## src/rtl/pulse_seq_pkg.sv

```systemverilog
// -----------------------------------------------------------------------------
// pulse_seq_pkg
// Shared definitions for the four-phase single-wire handshake generator.
//   state_e      : generator FSM state encoding (3 bits)
//   PH_*         : Phase codes, identical to the receiver's Idle/Start/Stop/Clear
//   phase_of()   : expected receiver phase for a generator state
//   level_of()   : serial-line level driven in a generator state
// -----------------------------------------------------------------------------
package pulse_seq_pkg;

  typedef enum logic [2:0] {
    ST_IDLE = 3'd0,
    ST_HI1  = 3'd1,
    ST_LO1  = 3'd2,
    ST_HI2  = 3'd3,
    ST_LO2  = 3'd4
  } state_e;

  localparam logic [1:0] PH_IDLE  = 2'b00;
  localparam logic [1:0] PH_START = 2'b01;
  localparam logic [1:0] PH_STOP  = 2'b10;
  localparam logic [1:0] PH_CLEAR = 2'b11;

  // LO2 reports Idle: the receiver is already heading back to Idle there.
  function automatic logic [1:0] phase_of(input state_e s);
    case (s)
      ST_HI1:  return PH_START;
      ST_LO1:  return PH_STOP;
      ST_HI2:  return PH_CLEAR;
      ST_LO2:  return PH_IDLE;
      default: return PH_IDLE;
    endcase
  endfunction

  function automatic logic level_of(input state_e s);
    return (s == ST_HI1) || (s == ST_HI2);
  endfunction

endpackage

```

## src/rtl/pulse_seq_gen_phase_timer.sv

```systemverilog
// -----------------------------------------------------------------------------
// phase_timer
// Loadable down-counter that saturates at zero.
//   clk_i       : rising-edge clock
//   rst_i       : synchronous active-high reset (count -> 0)
//   load_i      : load load_val_i (takes priority over dec_i)
//   load_val_i  : value to load
//   dec_i       : decrement request, ignored when the count is already zero
//   zero_o      : count equals zero
// -----------------------------------------------------------------------------
module phase_timer #(
  parameter int CNT_W = 8
) (
  input  logic             clk_i,
  input  logic             rst_i,
  input  logic             load_i,
  input  logic [CNT_W-1:0] load_val_i,
  input  logic             dec_i,
  output logic             zero_o
);

  localparam logic [CNT_W-1:0] ONE = CNT_W'(1);

  logic [CNT_W-1:0] count_q;
  logic [CNT_W-1:0] count_d;

  assign zero_o = (count_q == '0);

  // Next count: load, guarded decrement, or hold.
  always_comb begin
    count_d = count_q;
    if (load_i) begin
      count_d = load_val_i;
    end else if (dec_i && !zero_o) begin
      count_d = count_q - ONE;
    end else begin
      count_d = count_q;
    end
  end

  // Count register.
  always_ff @(posedge clk_i) begin
    if (rst_i) begin
      count_q <= '0;
    end else begin
      count_q <= count_d;
    end
  end

endmodule

```

## src/rtl/pulse_seq_gen.sv

```systemverilog
// -----------------------------------------------------------------------------
// pulse_seq_gen
// Drives serial line A through high/low/high/low phases of programmable
// length, repeated Reps times, and reports the receiver phase to expect.
//   Clock  : rising-edge clock
//   Reset  : synchronous active-high reset
//   Go     : start request, honoured only while idle and not aborting
//   Abort  : ends any running sequence without Done
//   HiLen  : cycles per high phase (0 means 1), latched on accepted Go
//   LoLen  : cycles per low phase  (0 means 1), latched on accepted Go
//   Reps   : repetitions           (0 means 1), latched on accepted Go
//   A      : serial line (registered)
//   Busy   : sequence running (registered)
//   Done   : one-cycle completion pulse (registered)
//   Phase  : expected receiver state (registered)
// -----------------------------------------------------------------------------
module pulse_seq_gen
  import pulse_seq_pkg::*;
#(
  parameter int CNT_W = 8
) (
  input  logic             Clock,
  input  logic             Reset,
  input  logic             Go,
  input  logic             Abort,
  input  logic [CNT_W-1:0] HiLen,
  input  logic [CNT_W-1:0] LoLen,
  input  logic [CNT_W-1:0] Reps,
  output logic             A,
  output logic             Busy,
  output logic             Done,
  output logic [1:0]       Phase
);

  localparam logic [CNT_W-1:0] ONE = CNT_W'(1);

  state_e           state_q;
  state_e           state_d;
  logic [CNT_W-1:0] hi_m1_q;
  logic [CNT_W-1:0] lo_m1_q;
  logic             a_q;
  logic             busy_q;
  logic             done_q;
  logic             done_d;
  logic [1:0]       phase_q;

  logic             start_s;
  logic [CNT_W-1:0] hi_in_m1_s;
  logic [CNT_W-1:0] lo_in_m1_s;
  logic [CNT_W-1:0] reps_in_m1_s;

  logic             ph_load_s;
  logic [CNT_W-1:0] ph_val_s;
  logic             ph_dec_s;
  logic             ph_zero_s;
  logic             rep_load_s;
  logic             rep_dec_s;
  logic             rep_zero_s;

  // A programmed zero behaves as one, so "length minus one" of zero is zero.
  assign hi_in_m1_s   = (HiLen == '0) ? '0 : HiLen - ONE;
  assign lo_in_m1_s   = (LoLen == '0) ? '0 : LoLen - ONE;
  assign reps_in_m1_s = (Reps  == '0) ? '0 : Reps  - ONE;

  assign start_s = (state_q == ST_IDLE) && Go && !Abort;

  phase_timer #(.CNT_W(CNT_W)) u_phase_cnt (
    .clk_i      (Clock),
    .rst_i      (Reset),
    .load_i     (ph_load_s),
    .load_val_i (ph_val_s),
    .dec_i      (ph_dec_s),
    .zero_o     (ph_zero_s)
  );

  phase_timer #(.CNT_W(CNT_W)) u_rep_cnt (
    .clk_i      (Clock),
    .rst_i      (Reset),
    .load_i     (rep_load_s),
    .load_val_i (reps_in_m1_s),
    .dec_i      (rep_dec_s),
    .zero_o     (rep_zero_s)
  );

  // Next state and counter controls; the zero check precedes any decrement.
  always_comb begin
    state_d    = state_q;
    done_d     = 1'b0;
    ph_load_s  = 1'b0;
    ph_val_s   = hi_m1_q;
    ph_dec_s   = 1'b0;
    rep_load_s = 1'b0;
    rep_dec_s  = 1'b0;
    case (state_q)
      ST_IDLE: begin
        if (start_s) begin
          state_d    = ST_HI1;
          ph_load_s  = 1'b1;
          ph_val_s   = hi_in_m1_s;
          rep_load_s = 1'b1;
        end else begin
          state_d = ST_IDLE;
        end
      end
      ST_HI1, ST_LO1, ST_HI2, ST_LO2: begin
        if (Abort) begin
          state_d = ST_IDLE;
        end else if (!ph_zero_s) begin
          ph_dec_s = 1'b1;
        end else begin
          case (state_q)
            ST_HI1: begin
              state_d   = ST_LO1;
              ph_load_s = 1'b1;
              ph_val_s  = lo_m1_q;
            end
            ST_LO1: begin
              state_d   = ST_HI2;
              ph_load_s = 1'b1;
              ph_val_s  = hi_m1_q;
            end
            ST_HI2: begin
              state_d   = ST_LO2;
              ph_load_s = 1'b1;
              ph_val_s  = lo_m1_q;
            end
            ST_LO2: begin
              if (!rep_zero_s) begin
                state_d   = ST_HI1;
                ph_load_s = 1'b1;
                ph_val_s  = hi_m1_q;
                rep_dec_s = 1'b1;
              end else begin
                state_d = ST_IDLE;
                done_d  = 1'b1;
              end
            end
            default: state_d = ST_IDLE;
          endcase
        end
      end
      default: state_d = ST_IDLE;
    endcase
  end

  // FSM state, shadow lengths and outputs, all registered from the next state.
  always_ff @(posedge Clock) begin
    if (Reset) begin
      state_q <= ST_IDLE;
      hi_m1_q <= '0;
      lo_m1_q <= '0;
      a_q     <= 1'b0;
      busy_q  <= 1'b0;
      done_q  <= 1'b0;
      phase_q <= PH_IDLE;
    end else begin
      state_q <= state_d;
      if (start_s) begin
        hi_m1_q <= hi_in_m1_s;
        lo_m1_q <= lo_in_m1_s;
      end
      a_q     <= level_of(state_d);
      busy_q  <= (state_d != ST_IDLE);
      done_q  <= done_d;
      phase_q <= phase_of(state_d);
    end
  end

  assign A     = a_q;
  assign Busy  = busy_q;
  assign Done  = done_q;
  assign Phase = phase_q;

endmodule

```

## config.mk

```make
export PLATFORM = sky130hd
export DESIGN_NAME = pulse_seq_gen
export DESIGN_NICKNAME = d
export VERILOG_FILES = /design/src/rtl/pulse_seq_pkg.sv /design/src/rtl/pulse_seq_gen_phase_timer.sv /design/src/rtl/pulse_seq_gen.sv
export SDC_FILE = /design/constraint.sdc
export NUM_CORES = 1
export LEC_CHECK = 0
export BUFFER_PORTS_ARGS = -buffer_cell sky130_fd_sc_hd__buf_2
export CAP_MARGIN = 25
export CORE_ASPECT_RATIO = 1.1
export CORE_MARGIN = 3
export CORE_UTILIZATION = 60
export CTS_CLUSTER_SIZE = 16
export DETAILED_ROUTE_END_ITERATION = 12
export PLACE_DENSITY = 0.82
export SLEW_MARGIN = 30
export SYNTH_ARGS = -nofsm -noshare
export SYNTH_HDL_FRONTEND = slang
export SYNTH_SLANG_ARGS = --single-unit
export TNS_END_PERCENT = 5
```

## constraint.sdc

```tcl
create_clock -name Clock -period 4.3 [get_ports Clock]
set_clock_uncertainty 0.05 [all_clocks]
set_input_delay 0.215 -clock Clock [delete_from_list [all_inputs] [get_ports Clock]]
set_output_delay 0.215 -clock Clock [all_outputs]
set_load 0.02 [all_outputs]
```

==> qor.txt, run 1 <==
Pre-antenna DRT Iters = 6
Clock-pin slew on the worst setup and hold paths = 80 ps
Slew HR = 43.31%
Post-detail-place hpwl = 4744 um
Cell family with most CP delay = simple AND/OR/NAND/NOR gates
Global-route wire length before repair = 10150 um
Number of warning messages in the yosys log = 0
Cells after Synth = 303
Largest cells by area after synthesis = dfxtp_1, nor2_1, xnor2_1, ha_1, xor2_1
Drt initial violations = 307
Tcrit/Tclk final = 63.54%
Finished Core Util = 69.26%
Worst path arrival time = 2900 ps
Leak pwr = 0.001126 uW
Crit path largest cell delay = 630 ps
Layout Area Growth over Synthesis = 9.303%
Cell Area, Synth = 0.002569 mm^2
Syn_nets = 338
Clk_lat worst skew = 300 ps
Clk sinks = 39
Peak supply drop = 0.2608 mV
# resized after CTS = 0
WHS = 165.8 ps
Via density = 6.440
Status = finished clean
Critical path, cell by cell = nor2_1 -> nand2_1 -> nor3_1 -> a211oi_2 -> a221oi_2
CP Launch Type = flip-flop
Setup WS pre-CTS = 1673 ps
Area fraction of the dominant cell type after synthesis = 30.39%
Worst setup path class = reg -> reg
GRT overflow = 0
Initial antenna violation count = 0
Fin. max-slew vios = 0
Average size of a mapped cell = 8.478 um^2
Power Density = 322.9 mW/mm^2
Simple-Gate Fraction of Synth Area = 27.57%
Core area = 0.004054 mm^2
Clk buf depth = 2
RD Place Congestion = 0.9156
Dominant combinational cell family by area after synthesis = simple AND/OR/NAND/NOR gates
Crit-path slowest cell = nand2_1
Post-route antenna net violation count = 0
Final setup violation count = 0
Die Y = 74.63 um
Ys flop type = dfxtp_1
Sequential area share after synthesis = 30.39%
Post-synth ARST share = 0%
RSZ-0062 raised after global routing = false
Tmin final = 2732 ps
H-tree depth = 2
Final setup margin = 1568 ps
Max-cap violations = 0
WL per Instance = 16.65 um
Residual DRC count = 0
Hold Buf Count CTS = 0
Cell taking the most area after synthesis = dfxtp_1
Largest net degree at the start of global routing = 25
Synthesized flop and latch total = 39
Antenna cell count = 0
Vias in the first global route = 2202
Commonest non-fill, non-tap cell in the layout = dfxtp_1
XOR/XNOR share of the synthesized area = 7.160%
Yosys cell types = 61
CP required = 4470 ps
Die Width = 68.39 um
Die area = 0.005103 mm^2
CTS tree = built
Setup TNS = 0 ps
Multiplexer share of the synthesized area = 3.361%
Number of setup buffers added after CTS = 0
Crit end category = flip-flop
Most frequent cells in the layout = dfxtp_1, buf_2, nor2_1, inv_1, nand2_1
Fmax = 366.0 MHz
Crit Path Max Fanout = 21
Rows = 24
Layout cells sized above 1 = 18.79%
Slew @ Worst Pin = 843.8 ps
Top-level port count = 33
Total CTS buffers = 5
Routed WL = 6359 um
CP Buf/Inv Count = 0
Buffers on Ports = 32
Nets = 364
Root Driver = clkbuf_8
Hold Crit Class = in -> reg
Post-Synth Adder-Cell Area = 3.410%
Total track usage = 26.31%
Vias = 2460
Final hold violation count = 0
Post-synth EDFFs = 0
Area fraction in compound gates after synthesis = 23.14%
Starting Density = 63.36%
[state kept, by name, summed over array words and instances, names as in the netlist]
name / flops
hi_m1_q: 8
lo_m1_q: 8
u_phase_cnt.count_q: 8
u_rep_cnt.count_q: 8
state_q: 3
A: 1
Busy: 1
Done: 1
Phase: 1
[cell usage after synthesis (4+ instances only)]
cell      instances
nand2b_1          4
nand2_1          15
o21ai_0           9
a22oi_1           9
dfxtp_1          39
nor2_1           31
nand3_1           7
nor4_1            8
and2_1            5
nor3_1           10
o211ai_1          4
xor2_1            8
a221oi_1          4
clkbuf_1          6
inv_1            15
and3_1            7
o22ai_1           4
a21oi_1          13
xnor2_1          13
or4_1             8
ha_1              7
o211a_1           4
mux2_2            5
[area by class of cell]
type / count / area (um^2)
inverters: 15 / 56.30
clock buffers: 6 / 72.57
clock inverters: 2 / 12.51
well taps: 52 / 65.06
fillers: 351 / 1246
repair buffers: 32 / 160.2
multi-input cells: 236 / 1660
flip-flops and latches: 39 / 780.7
[metal layers]
layer	wire, um	part of all wire (%)	track usage (%)
met5	0	0	0
met3	343	5.4	4.925
met4	300	4.7	15.45
met2	2962	47	41.04
met1	2752	43	33.68
[tightest hold or removal path: stages]
cell and delay (ps):
buf_2 100, inv_1 50, nand2_1 50, a21oi_1 50
[path summary, 6_finish.rpt]
| kind | from | to | slack (ps) | cells past startpoint |
|---|---|---|---|---|
| max | state_q[1] | u_phase_cnt.count_q[4] | 1570 | 5 |
| min | LoLen[0] | lo_m1_q[0] | 170 | 4 |
| max reg2reg | state_q[1] | u_phase_cnt.count_q[4] | 1570 | 5 |
| min reg2reg | lo_m1_q[0] | lo_m1_q[0] | 430 | 2 |
[cells by family (layout without fill, tap and decap cells)]
family	count (synthesis)	in the layout
compound gates	78	78
xor+xnor	21	21
flops	39	39
mux	8	8
fa+ha+maj	7	7
simple gates	122	122
buf+inv	28	55
[stage by stage]
| step | instance area, um^2 | total power (uW) | instances |
|---|---|---|---|
| floorplan | 2569 | 596.5 | 303 |
| global placement | 2723 | 656.8 | 374 |
| detailed placement | 2723 | 661.9 | 374 |
| CTS | 2808 | 903.6 | 382 |
| global route | 2808 | 946.9 | 382 |
| finish | 2808 | 906.5 | 382 |
[power by group]
part           switching (uW)  internal [uW]  total (uW)
sequential               25.9            386         412
clock                     133            113         247
combinational             146            102         248
Power figures use the tool's default switching activity.
==> run 2: changes to the inputs <==
- ABC_AREA: not set -> 1
- CORE_UTILIZATION: 60 -> 53
- PLACE_DENSITY: 0.82 -> 0.77
- clock period: 4.3 -> 2.5 ns (I/O delays scaled with it)
==> qor.txt, run 2 <==
Status = finished clean
Crit end category = flip-flop
Gr busiest metal = met2
Die area = 0.005834 mm^2 (+14%)
Post-detail-place hpwl = 4615 um (-2.7%)
Vias in the first global route = 2385 (+8.3%)
Via density = 5.189 (-19%)
Clk sinks = 39 (unchanged)
Layout cells sized above 1 = 14.65% (-4.1 points)
Setup TNS = 0 ps (unchanged)
Peak supply drop = 0.2965 mV (+14%)
Max-cap violations = 0 (unchanged)
Cell taking the most area after synthesis = dfxtp_1
Slew HR = 71.31% (+28 points)
Average size of a mapped cell = 6.498 um^2 (-23%)
Critical path, cell by cell = inv_1 -> ha_1 -> nand2_1 -> inv_1 -> nand2_1 -> nand4_1 -> nand2_1 -> nor2_4 -> nand2_1 -> o21ai_1 -> nor2_1
Die Y = 79.81 um (+6.9%)
Power Density = 534.5 mW/mm^2 (+66%)
RR Startpoint = u_rep_cnt.count_q[0]
Post-synth ARST share = 0% (unchanged)
CP Launch Type = flip-flop
Post-Synth Adder-Cell Area = 3.337% (-0.073 points)
Largest cells by area after synthesis = dfxtp_1, nand2_1, inv_1, nor2_1, a21oi_1
CP most frequent cell = nand2_1
Multiplexer share of the synthesized area = 0% (-3.4 points)
Drt initial violations = 147 (-52%)
# resized after CTS = 0 (unchanged)
Largest net degree at the start of global routing = 31 (+24%)
Routed WL = 5954 um (-6.4%)
Hold Buf Count CTS = 0 (unchanged)
Tcrit/Tclk final = 78.51% (+15 points)
RSZ-0062 raised after global routing = false
Top-level port count = 33 (unchanged)
Yosys cell types = 37 (-39%)
Beginning of the worst hold path = LoLen[0]
Antenna cell count = 0 (unchanged)
Worst Hold End = lo_m1_q[0]
Commonest non-fill, non-tap cell in the layout = nand2_1
Tmin final = 1963 ps (-769.3 ps)
Leak pwr = 0.001373 uW (+22%)
Simple-Gate Fraction of Synth Area = 35.41% (+7.8 points)
Pre-antenna DRT Iters = 4 (-2)
Flop-to-flop setup slack = 540 ps (-1030 ps)
Worst path arrival time = 2090 ps (-810 ps)
Post-synth EDFFs = 0 (unchanged)
Syn_nets = 439 (+30%)
Dominant combinational cell family by area after synthesis = simple AND/OR/NAND/NOR gates
Initial antenna violation count = 0 (unchanged)
WL per Instance = 12.08 um (-27%)
Post-route antenna net violation count = 0 (unchanged)
Worst setup path class = reg -> reg
Grt met3 use = 4.156% (-0.77 points)
Cell family with most CP delay = simple AND/OR/NAND/NOR gates
Cell count of the worst reg-to-reg path = 11 (+6)
Fmax = 509.5 MHz (+39%)
Final setup violation count = 0 (unchanged)
Buffers on Ports = 32 (unchanged)
CP Buf/Inv Count = 2 (+2)
Global-route wire length before repair = 10310 um (+1.6%)
Clk_lat worst skew = 280 ps (-20 ps)
Slew @ Worst Pin = 429.3 ps (-414.5 ps)
Crit Path Max Fanout = 11 (-48%)
Cell Area, Synth = 0.002625 mm^2 (+2.2%)
Core area = 0.004717 mm^2 (+16%)
Nets = 471 (+29%)
Final hold violation count = 0 (unchanged)
Pwr Total = 1553 uW (+71%)
Layout Area Growth over Synthesis = 10.68%
RD Place Congestion = 0.8718 (-4.8%)
Met1 usage = 27.77% (-5.9 points)
Clock-pin slew on the worst setup and hold paths = 70 ps (about the same)
Number of setup buffers added after CTS = 0 (unchanged)
Ys flop type = dfxtp_1
Cells after Synth = 404 (+33%)
Worst flop-to-flop path endpoint = u_phase_cnt.count_q[1]
Met2 demand-to-capacity share in global routing = 38.10% (-2.9 points)
Most frequent cells in the layout = nand2_1, inv_1, nor2_1, dfxtp_1, buf_2
Area fraction of the dominant cell type after synthesis = 29.74% (-0.65 points)
Sequential area share after synthesis = 29.74% (-0.65 points)
Area fraction in compound gates after synthesis = 13.25% (-9.9 points)
Rows = 26 (+8.3%)
Synth cell count leaders = nand2_1, inv_1, nor2_1, dfxtp_1, a21oi_1
GRT overflow = 0 (unchanged)
Clk buf depth = 2 (unchanged)
Residual DRC count = 0 (unchanged)
Crit path largest cell delay = 320 ps (-310 ps)
Root Driver = clkbuf_8
H-tree depth = 2 (unchanged)
Most instantiated library cell after synthesis = nand2_1
Worst Setup SP = u_rep_cnt.count_q[0]
Crit-path slowest cell = dfxtp_1
Total CTS buffers = 5 (unchanged)
Hold Crit Class = in -> reg
Vias = 2558 (+4.0%)
Number of warning messages in the yosys log = 0 (unchanged)
Fin. max-slew vios = 0 (unchanged)
Synthesized flop and latch total = 39 (unchanged)
CP required = 2630 ps (-1840 ps)
Die Width = 73.10 um (+6.9%)
Total track usage = 22.14% (-4.2 points)
Hold path depth = 4 (unchanged)
XOR/XNOR share of the synthesized area = 7.340% (+0.18 points)
Starting Density = 55.65% (-7.7 points)
CTS tree = built
-- run 2: report_power, final --
group / switching, uW / internal (uW) / leakage (uW)
Sequential: 27.8 / 659 / 0.000319
Clock: 208 / 252 / 0.0000515
Combinational: 258 / 149 / 0.00100
Total: 493 / 1060 / 0.00137
-- run 2: worst max path at each step --
stage	endpoint	slack, ps	depth (start not counted)
detailed placement	u_phase_cnt.count_q[1]	570	11
floorplan	u_rep_cnt.count_q[4]	870	10
finish	u_phase_cnt.count_q[1]	540	11
global placement	u_phase_cnt.count_q[1]	650	11
global route	u_phase_cnt.count_q[1]	270	11
CTS	u_phase_cnt.count_q[1]	550	11
-- run 2: layout make-up --
type	instances	area, um^2
Fill cell	454	1812
Multi-Input combinational cell	297	1558
Sequential cell	39	780.7
Inverter	59	221.5
Timing Repair Buffer	34	175.2
Clock buffer	8	100.1
Tap cell	56	70.07
-- run 2: routing by layer --
layer	up-vias	routed length, um	share of wire (%)
li1	1350	-	-
met1	1155	2684	45
met2	44	2960	50
met3	9	225	3.8
met4	0	83	1.4
met5	-	0	0
-- run 2: kinds of logic (layout without fill, tap and decap cells) --
logic type | count (synthesis) | after routing
AOI/OAI and AO/OA | 64 | 64
xor gates and xnor gates | 22 | 22
adders and majority gates | 7 | 7
buffers and inverters | 68 | 101
DFF | 39 | 39
and+or+nand+nor | 204 | 204
-- run 2: through the flow --
| step | utilization [%] | setup WS (ps) | hold WS, ps | cell area (um^2) | instances |
|---|---|---|---|---|---|
| floorplan | - | 869.8 | 266.1 | 2625 | 404 |
| global placement | 59.47 | 649.3 | 367.6 | 2805 | 485 |
| detailed placement | 59.47 | 573.0 | 374.0 | 2805 | 485 |
| CTS | 61.59 | 552.0 | 66.57 | 2905 | 493 |
| global route | 61.59 | 266.3 | 100.5 | 2905 | 493 |
| finish | 61.59 | 537.2 | 72.35 | 2905 | 493 |
-- run 2: worst register-to-register path, stage by stage (launching register included) --
cell and delay, ps:
dfxtp_1 320, inv_1 110, ha_1 200, nand2_1 80, inv_1 90, nand2_1 100
nand4_1 80, nand2_1 260, nor2_4 290, nand2_1 100, o21ai_1 120, nor2_1 50
